`src/rtl/fx_chain_sequencer.sv`:
```
// ---------------------------------------------------------------------------
// fx_chain_sequencer
// Walks one audio sample through a chain of external effect stages. A sample
// accepted in IDLE is offered to each enabled stage in turn (index order). The
// sequencer waits for that stage's result, or bypasses the stage once its
// response window expires. The final word is then presented on o_data with a
// one-cycle o_valid strobe. Samples are never modified here; stages return
// full 16-bit words.
//
// Ports
//   i_clk, i_rst        clock, synchronous active-high reset
//   i_valid, i_data     new sample strobe / sample (accepted only when idle)
//   i_enable            per-stage enable, captured when the sample is accepted
//   o_stage_valid       one-hot issue strobe to stage k
//   o_stage_data        current working sample presented to the issued stage
//   i_stage_valid       stage-k result strobe
//   i_stage_data        stage-k result in bits [16k+15:16k]
//   o_data, o_valid     processed sample and its one-cycle strobe
//   o_busy              high whenever the sequencer is not idle
//   o_drop              pulse: a sample arrived while busy and was discarded
//   o_timeout           pulse: a stage was bypassed because it never answered
// ---------------------------------------------------------------------------
module fx_chain_sequencer #(
    parameter int NUM_STAGES = 4,
    parameter int TIMEOUT    = 255
) (
    input  logic                         i_clk,
    input  logic                         i_rst,
    input  logic                         i_valid,
    input  logic signed [15:0]           i_data,
    input  logic [NUM_STAGES-1:0]        i_enable,
    output logic [NUM_STAGES-1:0]        o_stage_valid,
    output logic signed [15:0]           o_stage_data,
    input  logic [NUM_STAGES-1:0]        i_stage_valid,
    input  logic [16*NUM_STAGES-1:0]     i_stage_data,
    output logic signed [15:0]           o_data,
    output logic                         o_valid,
    output logic                         o_busy,
    output logic                         o_drop,
    output logic                         o_timeout
);

    localparam int IDX_W = $clog2(NUM_STAGES + 1);
    localparam logic [IDX_W-1:0] IDX_END    = IDX_W'(NUM_STAGES);
    localparam logic [7:0]       TIMER_LAST = 8'(TIMEOUT - 1);

    typedef enum logic [1:0] {
        IDLE  = 2'd0,
        ISSUE = 2'd1,
        WAIT  = 2'd2,
        DONE  = 2'd3
    } state_t;

    state_t                  state_q, state_d;
    logic [IDX_W-1:0]        idx_q, idx_d;
    logic signed [15:0]      work_q, work_d;
    logic [NUM_STAGES-1:0]   en_snap_q, en_snap_d;
    logic [7:0]              timer_q, timer_d;
    logic signed [15:0]      data_out_q, data_out_d;
    logic                    valid_out_q, valid_out_d;
    logic                    drop_q, drop_d;
    logic                    timeout_q, timeout_d;

    // Per-stage view of the current slot: enable bit, response strobe and data.
    logic [NUM_STAGES-1:0]   slot_hit;
    logic [NUM_STAGES-1:0]   slot_en;
    logic [NUM_STAGES-1:0]   slot_resp;
    logic [15:0]             slot_data [NUM_STAGES];

    genvar gi;
    generate
        for (gi = 0; gi < NUM_STAGES; gi++) begin : g_slot
            assign slot_hit[gi]      = (idx_q == IDX_W'(gi));
            assign slot_en[gi]       = slot_hit[gi] & en_snap_q[gi];
            assign slot_resp[gi]     = slot_hit[gi] & i_stage_valid[gi];
            assign slot_data[gi]     = i_stage_data[16*gi +: 16];
            assign o_stage_valid[gi] = (state_q == ISSUE) & slot_en[gi];
        end
    endgenerate

    // Result word of the stage currently waited on (zero when none selected).
    logic [15:0] resp_data;
    always_comb begin
        resp_data = '0;
        for (int k = 0; k < NUM_STAGES; k++) begin
            if (slot_hit[k]) begin
                resp_data = slot_data[k];
            end
        end
    end

    always_comb begin
        state_d     = state_q;
        idx_d       = idx_q;
        work_d      = work_q;
        en_snap_d   = en_snap_q;
        timer_d     = timer_q;
        data_out_d  = data_out_q;
        valid_out_d = 1'b0;
        timeout_d   = 1'b0;
        // Anything offered while not idle is thrown away and flagged.
        drop_d      = i_valid && (state_q != IDLE);

        case (state_q)
            IDLE: begin
                if (i_valid) begin
                    work_d    = i_data;
                    en_snap_d = i_enable;
                    idx_d     = '0;
                    state_d   = ISSUE;
                end
            end
            ISSUE: begin
                if (idx_q == IDX_END) begin
                    // Output registers load here so the strobe lines up with DONE.
                    state_d     = DONE;
                    valid_out_d = 1'b1;
                    data_out_d  = work_q;
                end else if (|slot_en) begin
                    timer_d = '0;
                    state_d = WAIT;
                end else begin
                    idx_d = idx_q + IDX_W'(1);
                end
            end
            WAIT: begin
                // A response on the final timer cycle still beats the timeout.
                if (|slot_resp) begin
                    work_d  = resp_data;
                    idx_d   = idx_q + IDX_W'(1);
                    state_d = ISSUE;
                end else if (timer_q == TIMER_LAST) begin
                    idx_d     = idx_q + IDX_W'(1);
                    state_d   = ISSUE;
                    timeout_d = 1'b1;
                end else begin
                    timer_d = timer_q + 8'd1;
                end
            end
            DONE: begin
                state_d = IDLE;
            end
            default: begin
                state_d = IDLE;
            end
        endcase
    end

    always_ff @(posedge i_clk) begin
        if (i_rst) begin
            state_q     <= IDLE;
            idx_q       <= '0;
            work_q      <= '0;
            en_snap_q   <= '0;
            timer_q     <= '0;
            data_out_q  <= '0;
            valid_out_q <= 1'b0;
            drop_q      <= 1'b0;
            timeout_q   <= 1'b0;
        end else begin
            state_q     <= state_d;
            idx_q       <= idx_d;
            work_q      <= work_d;
            en_snap_q   <= en_snap_d;
            timer_q     <= timer_d;
            data_out_q  <= data_out_d;
            valid_out_q <= valid_out_d;
            drop_q      <= drop_d;
            timeout_q   <= timeout_d;
        end
    end

    assign o_stage_data = work_q;
    assign o_data       = data_out_q;
    assign o_valid      = valid_out_q;
    assign o_busy       = (state_q != IDLE);
    assign o_drop       = drop_q;
    assign o_timeout    = timeout_q;

endmodule

```
`config.mk`:
```
export PLATFORM = sky130hd
export DESIGN_NAME = fx_chain_sequencer
export DESIGN_NICKNAME = d
export VERILOG_FILES = /design/src/rtl/fx_chain_sequencer.sv
export SDC_FILE = /design/constraint.sdc
export NUM_CORES = 1
export LEC_CHECK = 0
export ABC_AREA = 1
export CAP_MARGIN = 30
export CORE_MARGIN = 3
export CORE_UTILIZATION = 47
export CTS_CLUSTER_SIZE = 30
export DETAILED_ROUTE_END_ITERATION = 12
export DONT_BUFFER_PORTS = 1
export REMOVE_ABC_BUFFERS = 1
export SETUP_SLACK_MARGIN = 0.3
export SYNTH_ARGS = -nofsm -noshare
export SYNTH_HDL_FRONTEND = slang
export SYNTH_SLANG_ARGS = --single-unit
```
`constraint.sdc`:
```
create_clock -name i_clk -period 1.9 [get_ports i_clk]
set_input_delay 0.19 -clock i_clk [delete_from_list [all_inputs] [get_ports i_clk]]
set_output_delay 0.19 -clock i_clk [all_outputs]
set_load 0.02 [all_outputs]
```
### After elaboration in Yosys (flattened, before gate mapping)

Cells that the tools add are included.

| storage, ports and cells | value |
|---|---|
| register bits after elaboration | 52 |
| bits in latches | 0 |
| bits in writable memories | 0 |
| ROM bits | 0 |
| bits of input ports | 91 |
| output and inout bits | 40 |
| word-level logic and storage cells | 85 |
| memories kept | 0 |

| operators by class | value |
|---|---|
| add/subtract/negate cells | 2 |
| multiply operators | 0 |
| divide/modulo/power cells | 0 |
| magnitude comparators | 0 |
| eq/ne operators | 17 |
| shift-type cells | 0 |
| multiplexer cells | 26 |
| bitwise gates (word level) | 14 |
| reduce and logical (&&, ||, !) cells | 17 |

Operators by type and width:

| operator | number |
|---|---|
| 2-to-1 mux 16 bit | 6 |
| 2-to-1 mux 8 bit | 4 |
| case mux 16 bit (2 select lines) | 1 |
| case mux 8 bit (2 select lines) | 1 |
| 2-to-1 mux 3 bit | 5 |
| bitwise AND 1 bit | 12 |
| inequality test 2 bit (second input constant) | 6 |
| 2-to-1 mux 2 bit | 5 |
| AND reduction 5 bit | 2 |
| case mux 3 bit (3 select lines) | 1 |
| adder 8 x 1 -> 8 bit (second input constant) | 1 |
| == test 8 bit (second input constant) | 1 |
| case mux 2 bit (4 select lines) | 1 |
| OR reduction 4 bit | 2 |
| == test 3 x 2 -> 1 bit (second input constant) | 2 |
| AND reduction 3 bit | 2 |
| nonzero test 2 bit | 3 |
| OR reduction 6 bit | 1 |
| == test 2 bit (second input constant) | 2 |
| AND reduction 2 bit | 2 |
| adder 3 x 1 -> 3 bit (second input constant) | 1 |
| == test 3 x 1 -> 1 bit (second input constant) | 1 |
| == test 3 bit (second input constant) | 1 |
| logical NOT 3 bit | 1 |
| other kinds (10) | 12 |

### Logic depth before layout (Yosys ltp)

Gate-level depths: netlist of the first run.

| depth | value |
|---|---|
| word-level depth | 7 |
| mapped depth | 13 |
| gate-level depth less buffers | 12 |

### Worst setup path after synthesis of the first run

No wires, ideal clock.

| path | value |
|---|---|
| path type | register to register |
| start | register idx_q[2] |
| end | register timer_q[0] |
| library setup time | 113 ps |
| arrival | 1562 ps |
| data required time | 1787 ps |
| setup slack | 225 ps |
| stages on the path, launching flop included | 12 |
| path through | dfxtp_1 > inv_2 > ha_1 > buf_2 > nand2_1 > nand2_2 > nor2_4 > nand2_1 > nand2_4 > nand2_4 > nor2_1 > nor2_1 |

| on the way | value |
|---|---|
| word-level cells in the longest chain between the ends | 5 |
| elaborated cells between the ends (all ways) | 19 |
| classes of those cells | eq/ne: 7; bitwise: 8; reduce/logical: 4 |

RTL lines:

| element | RTL line | source |
|---|---|---|
| start, declared | 55 | `logic [IDX_W-1:0] idx_q, idx_d;` |
| start signal, assigned | 162 | `idx_q <= idx_d;` |
| == test 3 x 1 -> 1 bit, or another cell as far along | 73 | `assign slot_hit[gi] = (idx_q == IDX_W'(gi));` |
| bitwise AND 1 bit, on equally long branches | 75, 74 |  |
| OR reduction 4 bit, on equally long branches | 128, 119 |  |
| inequality test 2 bit (no line) or inequality test 2 x 1 -> 1 bit (tied branches) | n/a |  |
| AND reduction 5 bit (no line) (*) | n/a |  |
| end signal, assigned | 165 | `timer_q <= timer_d;` |
| end, declared | 58 | `logic [7:0] timer_q, timer_d;` |

Every way passes the cells marked *; elsewhere a longest branch is shown, timed or not.
A chain may end at the register's enable or synchronous reset.

### Worst setup path after layout of the first run

| path | value |
|---|---|
| start | register idx_q[0] |
| end | register timer_q[0] |

Same word-level chain as after synthesis.

==> results of run 1 <==
==> stage by stage <==
stage | instance area [um^2] | utilization [%] | hold slack, ns | setup TNS [ns]
floorplan | 3090 | - | 0.252 | -8.16
finish | 3970 | 61.1 | -0.0674 | 0
global route | 3970 | 61.1 | -0.0869 | 0
CTS | 3760 | 57.9 | -0.0808 | 0
global placement | 3330 | 51.3 | 0.255 | 0
detailed placement | 3330 | 51.3 | 0.257 | 0
==> report_power, final <==
| part | total (uW) | switching [uW] | internal, uW |
|---|---|---|---|
| clock network | 760 | 370 | 390 |
| registers | 1810 | 444 | 1370 |
| logic | 3930 | 2430 | 1500 |
| total | 6500 | 3250 | 3260 |
==> synth_stat cells, types with 2 or more instances <==
library cell	number
nand4_1	3
nor2_4	4
nor2_1	36
ha_1	11
nand2_1	169
o21ai_0	38
nand2_4	4
nand3_1	32
nand2_2	11
buf_6	3
dfxtp_1	52
clkbuf_1	11
nand3_2	2
inv_2	4
a21oi_1	50
inv_1	49
buf_2	8
o21ai_1	2
a21oi_2	6
==> area by class of cell <==
type	count	area, um^2
clock inverter	3	42.5
sequential	52	1050
fill	622	2520
inverter	53	206
timing repair buffer	32	297
tap	77	96.3
clock buffer	5	68.8
multi-input combinational	381	2210
==> timing repair <==
action,in CTS,in global routing
setup buffers,7,4
pin swaps,10,18
gates resized for setup,51,46
hold endpoints to repair,9,9
cloned,4,0
setup endpoints to repair,49,50
==> cell families after synthesis <==
family | share of synthesized area (%)
buffers and inverters | 10.0
XOR/XNOR | 0.546
AND/OR/NAND/NOR | 36.3
flip-flops | 32.4
adder cells (fa/ha/maj) | 4.29
AO/OA/AOI/OAI | 16.4
==> final timing paths <==
path                                start                 endpoint  slack [ns]  cells past startpoint
setup / recovery    idx_q[0]$_SDFFE_PP0P_  timer_q[0]$_SDFFE_PP0P_        0.23                     10
hold / removal                      i_rst  timer_q[4]$_SDFFE_PP0P_       -0.07                      1
setup reg to reg    idx_q[0]$_SDFFE_PP0P_  timer_q[0]$_SDFFE_PP0P_        0.23                     10
hold reg to reg   timer_q[7]$_SDFFE_PP0P_  timer_q[7]$_SDFFE_PP0P_        0.49                      2
==> routing by layer <==
metal  routed length, um  up-vias
li1                    -     1644
met2                4760      110
met4                 167        0
met3                 829       13
met5                   0        -
met1                3970     1452
==> worst max-delay path, delay by kind of cell, from the launching register on <==
family        cells  cell delay [ns]
fa+ha+maj         2             0.35
flops             1             0.39
simple gates      8             0.83
==> flip-flops by register name, summed over array words and instances, names as in the netlist <==
| name | flops |
|---|---|
| o_stage_data | 16 |
| o_timeout | 1 |
| o_drop | 1 |
| idx_q | 3 |
| o_valid | 1 |
| timer_q | 8 |
| state_q | 2 |
| o_data | 16 |
| en_snap_q | 4 |
==> summary by stage, run 1 <==
Run status
The run finished, with violations left. The final reports fail on negative hold slack.

Yosys
For this run, the leading register cell type out of synthesis is dfxtp_1. The Yosys step of the flow raised 0 warnings. After synthesis, the mean cell area works out to 6.34 um^2. The share of the synthesized area in the top cell type is 32.4%.

For this run, asynchronously set or reset flops after synthesis account for 0%. The biggest area contributor in the post-synthesis netlist is dfxtp_1. The number of enable flip-flop cells after synthesis is 0. The netlist area before placement is 0.00321 mm^2. Sequential elements use 32.4% of the synthesized area. The flip-flop and latch count after synthesis is 52.

The number of instances in the synthesized netlist is 506. Yosys attributes the largest share of cell area to dfxtp_1, nand2_1, a21oi_1. The number of distinct standard cells referenced by the synthesized netlist is 30.

Route
After detailed routing, the number of vias per cell comes to 5.34. For this block, the initial DRC count from the detailed router was 132. Dividing the detail-routed wire length by the instance count gives 16.1 um. In the routed design, unresolved DRC markers number 0.

The wire length after detailed routing is 9.72 mm. The count of nets left with antenna violations once routing finished came out at 0. The routed layout has 3219 vias.

The number of optimization iterations in the first detailed-route pass is 4.

Floorplan
The die is 88.6 um wide. The core box area is 0.00649 mm^2. The area of the die is 0.00786 mm^2. The die is 88.6 um tall. The placement row count is 29. During I/O placement, the number of pins put on the boundary was 131.

The effective utilization at floorplan is 49.4%.

Pwr
The worst-case IR drop observed on VDD is 1.24 mV. The total leakage power is 0.00167 uW. The total power after layout is 6500 uW. In this run the power density over the cells is 1640 mW/mm^2.

Setup path
STA classifies the critical path endpoint as a flip-flop. The slowest stage of the critical path is the dfxtp_4 cell. The worst setup path is of the flip-flop to flip-flop kind.

The critical path goes through ha_4 -> ha_4 -> nand2_4 -> nand2_4 -> nor2_4 -> nand2_2 -> nand2_4 -> nand2_8 -> nor2_2 -> nor2_1. The critical path required time is 2.11 ns. The element type at the critical path start is a flip-flop. The cell repeated most along the worst path is nand2_4. In this run the worst path has a maximum fanout of 8. The largest stage delay on the critical path is 0.39 ns. For the worst setup path, the data arrival time is 1.88 ns.

STA
The tightest hold path in the finished design has a slack of -0.0674 ns. The worst pin sits at a relative slew slack of 76.7%. The maximum frequency from static timing analysis is 598 MHz. Setup repair after global routing could not meet its margin everywhere.

The final number of setup-violating endpoints is 0. The portion of the clock cycle consumed by the worst path in the final layout is 88.0%. The total count of hold-check failures in the final report is 9. The count of pins over their slew limit is 0. For the pin with the worst max-slew slack, the measured transition is 0.346 ns. The least setup slack across all paths after layout is 0.228 ns. The routed design could run at a clock period as short as 1.67 ns. On the final layout, the worst clock skew is 0.00571 ns.

Finish
The top cell types in the final layout, fill and taps aside, are nand2_1, dfxtp_1, inv_1. The final layout contains 627 nets. Once layout is complete, the cells apart from fillers number 603. The area added between synthesis and finish is 23.7%. Cells with a size suffix above 1 make up 25.9% of the layout. Leaving out fill and tap cells, the most frequent cell in the layout is nand2_1. The antenna diode count is 0.

GRT
The busiest metal layer after global routing is met2. The initial antenna violation count was 0. The via count of the first global-routing pass is 3057. Entering global routing, the biggest net connects 33 pins.

In the global route stage, met3 resource usage came out at 8.01%. In the global route stage, met2 resource usage came out at 40.9%. The first global-routing pass estimated 14.6 mm of wire. For this run the aggregate overflow at the end of global routing stands at 0. The overall routing resource usage is 24.0%. In the global route stage, met1 resource usage came out at 28.2%.

Place
The estimated wirelength of the detail-placed design is 6.59 mm. Including well taps, the total number of placed cells is 580. Port buffering added 0 buffers. The congestion estimate from routability-driven global placement came to 0.849. The minimum setup slack after placement is 0.0890 ns.

Hold path
The tightest min-delay check is of the primary input to flip-flop type.

Clock network
The clock reaches the later pin of the worst-skew pair after 0.30 ns. The H-tree level count is 2. The clock net in this run drives a total of 52 sinks. The CTS tree is yes. The clock slew seen by the registers of the worst setup and hold paths is 0.10 ns. The number of CTS-inserted buffers is 5.

The CTS root buffer is clkbuf_8. No sink is reached through more buffers than the 2 on the longest clock path.

Run
The reported max-cap violation count is 0.
No activity file was read; power rests on OpenSTA's default activity.
==> run 2: changes to the inputs <==
--- a/config.mk
+++ b/config.mk
@@ -8,7 +8,7 @@
 export ABC_AREA = 1
 export CAP_MARGIN = 30
 export CORE_MARGIN = 3
-export CORE_UTILIZATION = 47
+export CORE_UTILIZATION = 35
 export CTS_CLUSTER_SIZE = 30
 export DETAILED_ROUTE_END_ITERATION = 12
 export DONT_BUFFER_PORTS = 1
==> summary by stage, run 2 (same netlist as run 1, synthesis figures left out) <==
Run status
The run finished with clean final reports.

Setup path
The arrival time reported for the critical path endpoint is 1.85 ns (-0.03 ns). The startpoint of the worst register-to-register path is idx_q[0]$_SDFFE_PP0P_. The worst setup path is launched from a flip-flop.

The total buffers and inverters traversed by the critical path is 0 (unchanged). The worst reg-to-reg setup slack is 0.23 ns (about the same). The critical path required time is 2.08 ns (-0.03 ns). The largest stage delay on the critical path was 0.38 ns (about the same). The maximum fanout count along the critical path is 8 (unchanged). The endpoint identified for the worst register-to-register timing path is timer_q[6]$_SDFFE_PP0P_. Traced cell by cell, the critical path runs through ha_4 -> ha_4 -> nand2_4 -> nand2_4 -> nor2_4 -> nand2_2 -> nand2_4 -> nand2_8 -> nand2_2 -> a21oi_2.

The endpoint kind of the worst setup timing path is a flip-flop. The standard cell with the maximum stage delay on the critical path is dfxtp_4. The cell that appears most often on the critical path is nand2_4. The number of cell instances on the worst register-to-register path is 10 (unchanged). The cell depth of the worst setup path is 10 (unchanged). The cell family with the largest share of critical-path delay is simple AND/OR/NAND/NOR gates. The worst setup path is of the flip-flop to flip-flop kind.

GRT
The remaining global-route overflow is 0 (unchanged). The via count of the first global-routing pass came to 2813 (-8.0%). The initial antenna violation count is 0 (unchanged). The maximum number of pins on one net before global-route repair is 33 (unchanged).

The global-route wire length before repair is 14.3 mm (-2.0%). The overall routing resource usage was 17.4% (-6.6 points).

Place
The count of buffers from port buffering is 0 (unchanged). The estimated wirelength of the detail-placed design is 7.00 mm (+6.2%). The final weighted congestion in routability-driven placement came to 0.835 (-1.6%). The total instance count after detailed placement is 609 (+5.0%). The minimum setup slack after placement is 0.110 ns (+0.0213 ns). The cell area after placement came to 0.00338 mm^2 (+1.5%).

STA
The final critical-path required period is 1.67 ns (-0.00343 ns). The total count of hold-check failures in the final report is 0 (-9). The least setup slack across all paths after layout was 0.231 ns (+0.00343 ns). The setup total negative slack came to 0 ns (unchanged).

The count of pins over their slew limit is 0 (unchanged). The final clock skew is 0.00732 ns (+0.00161 ns). The worst-case headroom to the max-slew limit came to 67.1% (-9.6 points).

The final number of setup-violating endpoints is 0 (unchanged). Setup repair after global routing could not meet its margin everywhere. The transition time at the pin with the least slew margin is 0.491 ns (+0.145 ns). The portion of the clock cycle consumed by the worst path in the final layout is 87.8% (-0.18 points).

The maximum frequency from static timing analysis is 599 MHz (+0.21%).

Finish
The antenna diode count came to 0 (unchanged). The total number of nets in the final design came to 628 (+0.16%). The final cell count without fillers is 635 (+5.3%). The post-layout utilization of the core is 45.5% (-16 points). In the layout the commonest cells are nand2_1, dfxtp_1, a21oi_1.

The area growth from synthesis to layout is 24.7%. The proportion of layout cells with a drive suffix above 1 was 24.7% (-1.2 points). The post-layout instance area is 0.00400 mm^2 (+0.79%). The area of combinational cells with multiple inputs came to 0.00215 mm^2 (-2.6%). Leaving out fill and tap cells, the most frequent cell in the layout is nand2_1. The filler cell count in the final layout is 878 (+41%).

The sequential standard cell area was 0.00105 mm^2 (+0.36%).

Hold path
The type of the most critical hold path is primary input to flip-flop. The startpoint of the most critical hold path is i_enable[2]. The worst hold path stage count is 2 (+1). The hold path endpoint is en_snap_q[2]$_SDFFE_PP0P_.

Clock network
The H-tree level count is 2 (unchanged). The clock latency of the later-clocked register in the worst-skew pair is 0.30 ns (about the same). TritonCTS built the clock tree. The number of CTS-inserted buffers is 5 (unchanged). The tree is rooted in a clkbuf_8.

The clock slew seen by the registers of the worst setup and hold paths is 0.10 ns (about the same). The TritonCTS sink count is 52 (unchanged). The buffer levels on the longest clock path is 2 (unchanged).

Route
The number of optimization iterations in the first detailed-route pass is 4 (unchanged). The starting DRC count in detailed routing was 167 (+27%). The remaining design rule violation count is 0 (unchanged). The remaining antenna violation count is 0 (unchanged). The wire length after detailed routing is 10.2 mm (+4.5%).

The ratio of routed vias to standard cells is 5.06 (-5.2%). The total via count after detailed routing is 3212 (-0.22%). The routed wire length per instance is 16.0 um (-0.72%).

Floorplan
The die width came to 102 um (+15%). The core box area is 0.00881 mm^2 (+36%). The placement row count came to 34 (+17%). The I/O pin count was 131 (unchanged).

The y dimension of the die came to 102 um (+15%). The effective utilization at floorplan is 36.4% (-13 points). The area of the die is 0.0104 mm^2 (+32%).

Pwr
The worst supply voltage drop on vdd is 0.829 mV (-33%). The power density over cell area is 1620 mW/mm^2 (-1.1%). The total leakage power was 0.00169 uW (+1.2%).

Run
The reported max-cap violation count was 0 (unchanged).
-- run 2: what timing repair did --
| action | 4_1_cts | 5_1_grt |
|---|---|---|
| pin swaps | 7 | 21 |
| hold buffers | 2 | 0 |
| hold endpoints to repair | 9 | 0 |
| buffers inserted | 7 | 6 |
| setup endpoints to repair | 46 | 44 |
| resized for setup | 41 | 47 |
| cloned | 0 | 3 |
-- run 2: layer usage --
metal / up-vias / routed length [um] / global-route usage (%)
met1: 1469 / 4370 / 23.0
met3: 6 / 643 / 4.96
met4: 0 / 113 / 4.19
met5: - / 0 / 0
met2: 82 / 5040 / 28.2
li1: 1655 / - / -
-- run 2: metrics by stage --
stage / hold WS, ns / power, uW
after floorplan: 0.252 / 3830
after global placement: 0.255 / 4590
after detailed placement: 0.255 / 4670
after CTS: 0.0371 / 5900
after global routing: 0.0592 / 7000
final: 0.0448 / 6480
-- run 2: layout make-up --
type	count	share of cell area, %
clock buffer	6	1.81
clock inverter	2	0.875
inverter	53	5.35
multi-input combinational	380	53.8
sequential	52	26.4
tap	108	3.38
timing repair buffer	34	8.47
-- run 2: how the worst max path moves through the flow --
stage / from / to / slack, ns
3_5_place_dp: idx_q[0]$_SDFFE_PP0P_ / o_stage_data[1]$_SDFFE_PP0P_ / 0.11
5_1_grt: idx_q[0]$_SDFFE_PP0P_ / timer_q[0]$_SDFFE_PP0P_ / 0.16
3_3_place_gp: state_q[1]$_SDFFE_PP0P_ / timer_q[0]$_SDFFE_PP0P_ / 0.18
2_1_floorplan: state_q[0]$_SDFFE_PP0P_ / idx_q[1]$_SDFFE_PP0P_ / -0.35
6_report: idx_q[0]$_SDFFE_PP0P_ / timer_q[6]$_SDFFE_PP0P_ / 0.23
4_1_cts: state_q[0]$_SDFFE_PP0P_ / o_stage_data[3]$_SDFFE_PP0P_ / 0.26
-- run 2: power breakdown --
part | internal [uW] | switching, uW | leakage [uW]
sequential | 1380 | 452 | 0.000428
combinational | 1500 | 2380 | 0.00121
clock | 392 | 383 | 0.0000552
==> run 3: changes to the inputs <==
==> constraint.sdc (replaced) <==
create_clock -name i_clk -period 1.5 [get_ports i_clk]
set_input_delay 0.15 -clock i_clk [delete_from_list [all_inputs] [get_ports i_clk]]
set_output_delay 0.15 -clock i_clk [all_outputs]
set_load 0.02 [all_outputs]
==> summary by stage, run 3 (same netlist as run 1, synthesis figures left out) <==
Floorplan
The y dimension of the die came to 102 um (unchanged). The placement row count is 34 (unchanged). The core box area is 0.00881 mm^2 (unchanged). The area of the die is 0.0104 mm^2 (unchanged).

The I/O pin count is 131 (unchanged). The die width is 102 um (unchanged). The effective utilization at floorplan is 36.4% (unchanged).

Pwr
The worst supply voltage drop on vdd is 0.821 mV (-0.92%). The total leakage power is 0.00194 uW (+15%). The power density over cell area is 2010 mW/mm^2 (+24%). The total power after layout came to 9220 uW (+42%).

Finish
The proportion of layout cells with a drive suffix above 1 is 36.5% (+12 points). The area added between synthesis and finish is 42.9%. The total number of nets in the final design came to 668 (+6.4%). In the layout the commonest cells are nand2_1, dfxtp_1, inv_1. The antenna diode count is 0 (unchanged). The commonest non-fill, non-tap cell in the layout is nand2_1. The post-layout instance area is 0.00459 mm^2 (+15%).

Setup path
The worst reg-to-reg setup slack is -0.19 ns (-0.42 ns). The number of cell instances on the worst register-to-register path is 10 (unchanged). The endpoint of the worst register-to-register path is timer_q[5]$_SDFFE_PP0P_. The critical path required time came to 1.75 ns (-0.33 ns).

The endpoint kind of the worst setup timing path is a flip-flop. In this run the critical register-to-register path is launched from idx_q[0]$_SDFFE_PP0P_. The arrival time reported for the critical path endpoint is 1.95 ns (+0.10 ns). The critical path start-end classification is flip-flop to flip-flop. The capturing element of the worst setup path is timer_q[5]$_SDFFE_PP0P_. The maximum fanout count along the critical path is 8 (unchanged). In this run the worst setup path begins at idx_q[0]$_SDFFE_PP0P_.

The worst setup path is launched from a flip-flop.

GRT
The via count of the first global-routing pass is 3050 (+8.4%). The initial antenna violation count is 0 (unchanged). The global-route wire length before repair is 15.2 mm (+6.5%).

The overall routing resource usage is 18.8% (+1.3 points). The maximum number of pins on one net before global-route repair came to 27 (-18%). The remaining global-route overflow is 0 (unchanged).

STA
The portion of the clock cycle consumed by the worst path in the final layout is 113% (+25 points). The maximum frequency from static timing analysis is 591 MHz (-1.3%). The final clock skew is 0.00763 ns (+0.000312 ns). The count of pins over their slew limit is 0 (unchanged). The worst slack on hold paths came to -0.115 ns (-0.160 ns). The final critical-path required period came to 1.69 ns (+0.0227 ns). The transition time at the pin with the least slew margin is 0.331 ns (-0.160 ns).

The least setup slack across all paths after layout is -0.191 ns (-0.423 ns). The setup total negative slack is -4.77 ns (-4.77 ns). Setup repair after global routing could not meet its margin everywhere.

The worst-case headroom to the max-slew limit was 77.8% (+11 points). The final number of setup-violating endpoints is 33 (+33). The total count of hold-check failures in the final report is 9 (+9).

Hold path
In this run the most critical hold path is launched from i_rst. The path class of the tightest hold or removal check is primary input to flip-flop.

Clock network
The CTS root buffer is clkbuf_8. The clock latency of the later-clocked register in the worst-skew pair was 0.31 ns (about the same). The H-tree level count is 2 (unchanged).

The TritonCTS sink count is 52 (unchanged). The clock slew seen by the registers of the worst setup and hold paths is 0.10 ns (about the same). TritonCTS built the clock tree. The number of CTS-inserted buffers is 5 (unchanged). The buffer levels on the longest clock path is 2 (unchanged).

Run
The reported max-cap violation count is 0 (unchanged).

Route
The ratio of routed vias to standard cells came to 5.10 (+0.87%). The routed wire length per instance is 15.6 um (-2.8%). The remaining design rule violation count is 0 (unchanged). The total via count after detailed routing is 3444 (+7.2%). The starting DRC count in detailed routing is 114 (-32%). The number of optimization iterations in the first detailed-route pass is 4 (unchanged).

The wire length after detailed routing is 10.5 mm (+3.3%). The remaining antenna violation count is 0 (unchanged).

Place
The estimated wirelength of the detail-placed design was 7.31 mm (+4.4%). The final weighted congestion in routability-driven placement came to 0.900 (+7.8%). The count of buffers from port buffering is 0 (unchanged). The cell area after placement is 0.00363 mm^2 (+7.5%). The minimum setup slack after placement is -0.259 ns (-0.369 ns).

Run status
The flow ran to the end, but the final reports show violations. The checks that failed: negative hold slack, negative setup slack.
[run 3: cell count changes in the layout (fill, tap and decap cells not counted), sizes merged]
cell,delta
buf,+40
bufinv,-1
clkbuf,-1
clkinvlp,+1
dlygate4sd3,+2
nand2,-1
[run 3: layout make-up]
| class | instances | area [um^2] |
|---|---|---|
| fill | 842 | 4220 |
| multi-input combinational | 379 | 2340 |
| sequential | 52 | 1050 |
| timing repair buffer | 75 | 762 |
| inverter | 53 | 206 |
| tap | 108 | 135 |
| clock buffer | 6 | 72.6 |
| clock inverter | 2 | 16.3 |
[run 3: metal layers]
layer	share of wire, %	global-route usage [%]	routed length [um]	vias up
met2	50	31.4	5290	109
met1	40	23.3	4230	1595
met5	0	0	0	-
met4	1.6	6.34	173	0
li1	-	-	-	1727
met3	7.7	5.10	809	13
[run 3: report_power, final]
group          internal, uW  switching (uW)  total [uW]
clock                   334             504         838
combinational          2670            3410        6080
sequential             1740             559        2300
[run 3: timing repair]
item	CTS	global route
pin swaps	34	24
buffers inserted	15	5
endpoints found under the setup margin	56	55
resized for setup	91	68
gates cloned	2	0
hold endpoints to repair	11	11
hold buffers	2	2
[run 3: stage by stage]
step / instances / utilization, % / hold WS [ns]
floorplan: 483 / - / 0.212
global placement: 641 / 41.3 / 0.216
detailed placement: 641 / 41.3 / 0.217
CTS: 668 / 48.6 / -0.128
global route: 675 / 52.1 / -0.135
finish: 675 / 52.1 / -0.115
[run 3: worst max-delay path, cell delays in order (launching register included)]
cell,delay [ns]
dfxtp_4,0.38
ha_4,0.16
ha_4,0.17
buf_6,0.12
a21oi_4,0.14
nand2_4,0.08
o21ai_4,0.16
nor2_4,0.09
nand2_8,0.12
nand2_2,0.07
a21oi_2,0.13
[run 3: worst min-delay path by stage]
stage                                    to  depth (start not counted)
finish              timer_q[7]$_SDFFE_PP0P_                          1
global route        timer_q[7]$_SDFFE_PP0P_                          1
CTS                 timer_q[7]$_SDFFE_PP0P_                          1
detailed placement  timer_q[4]$_SDFFE_PP0P_                          1
global placement    timer_q[2]$_SDFFE_PP0P_                          1
floorplan           timer_q[2]$_SDFFE_PP0P_                          1
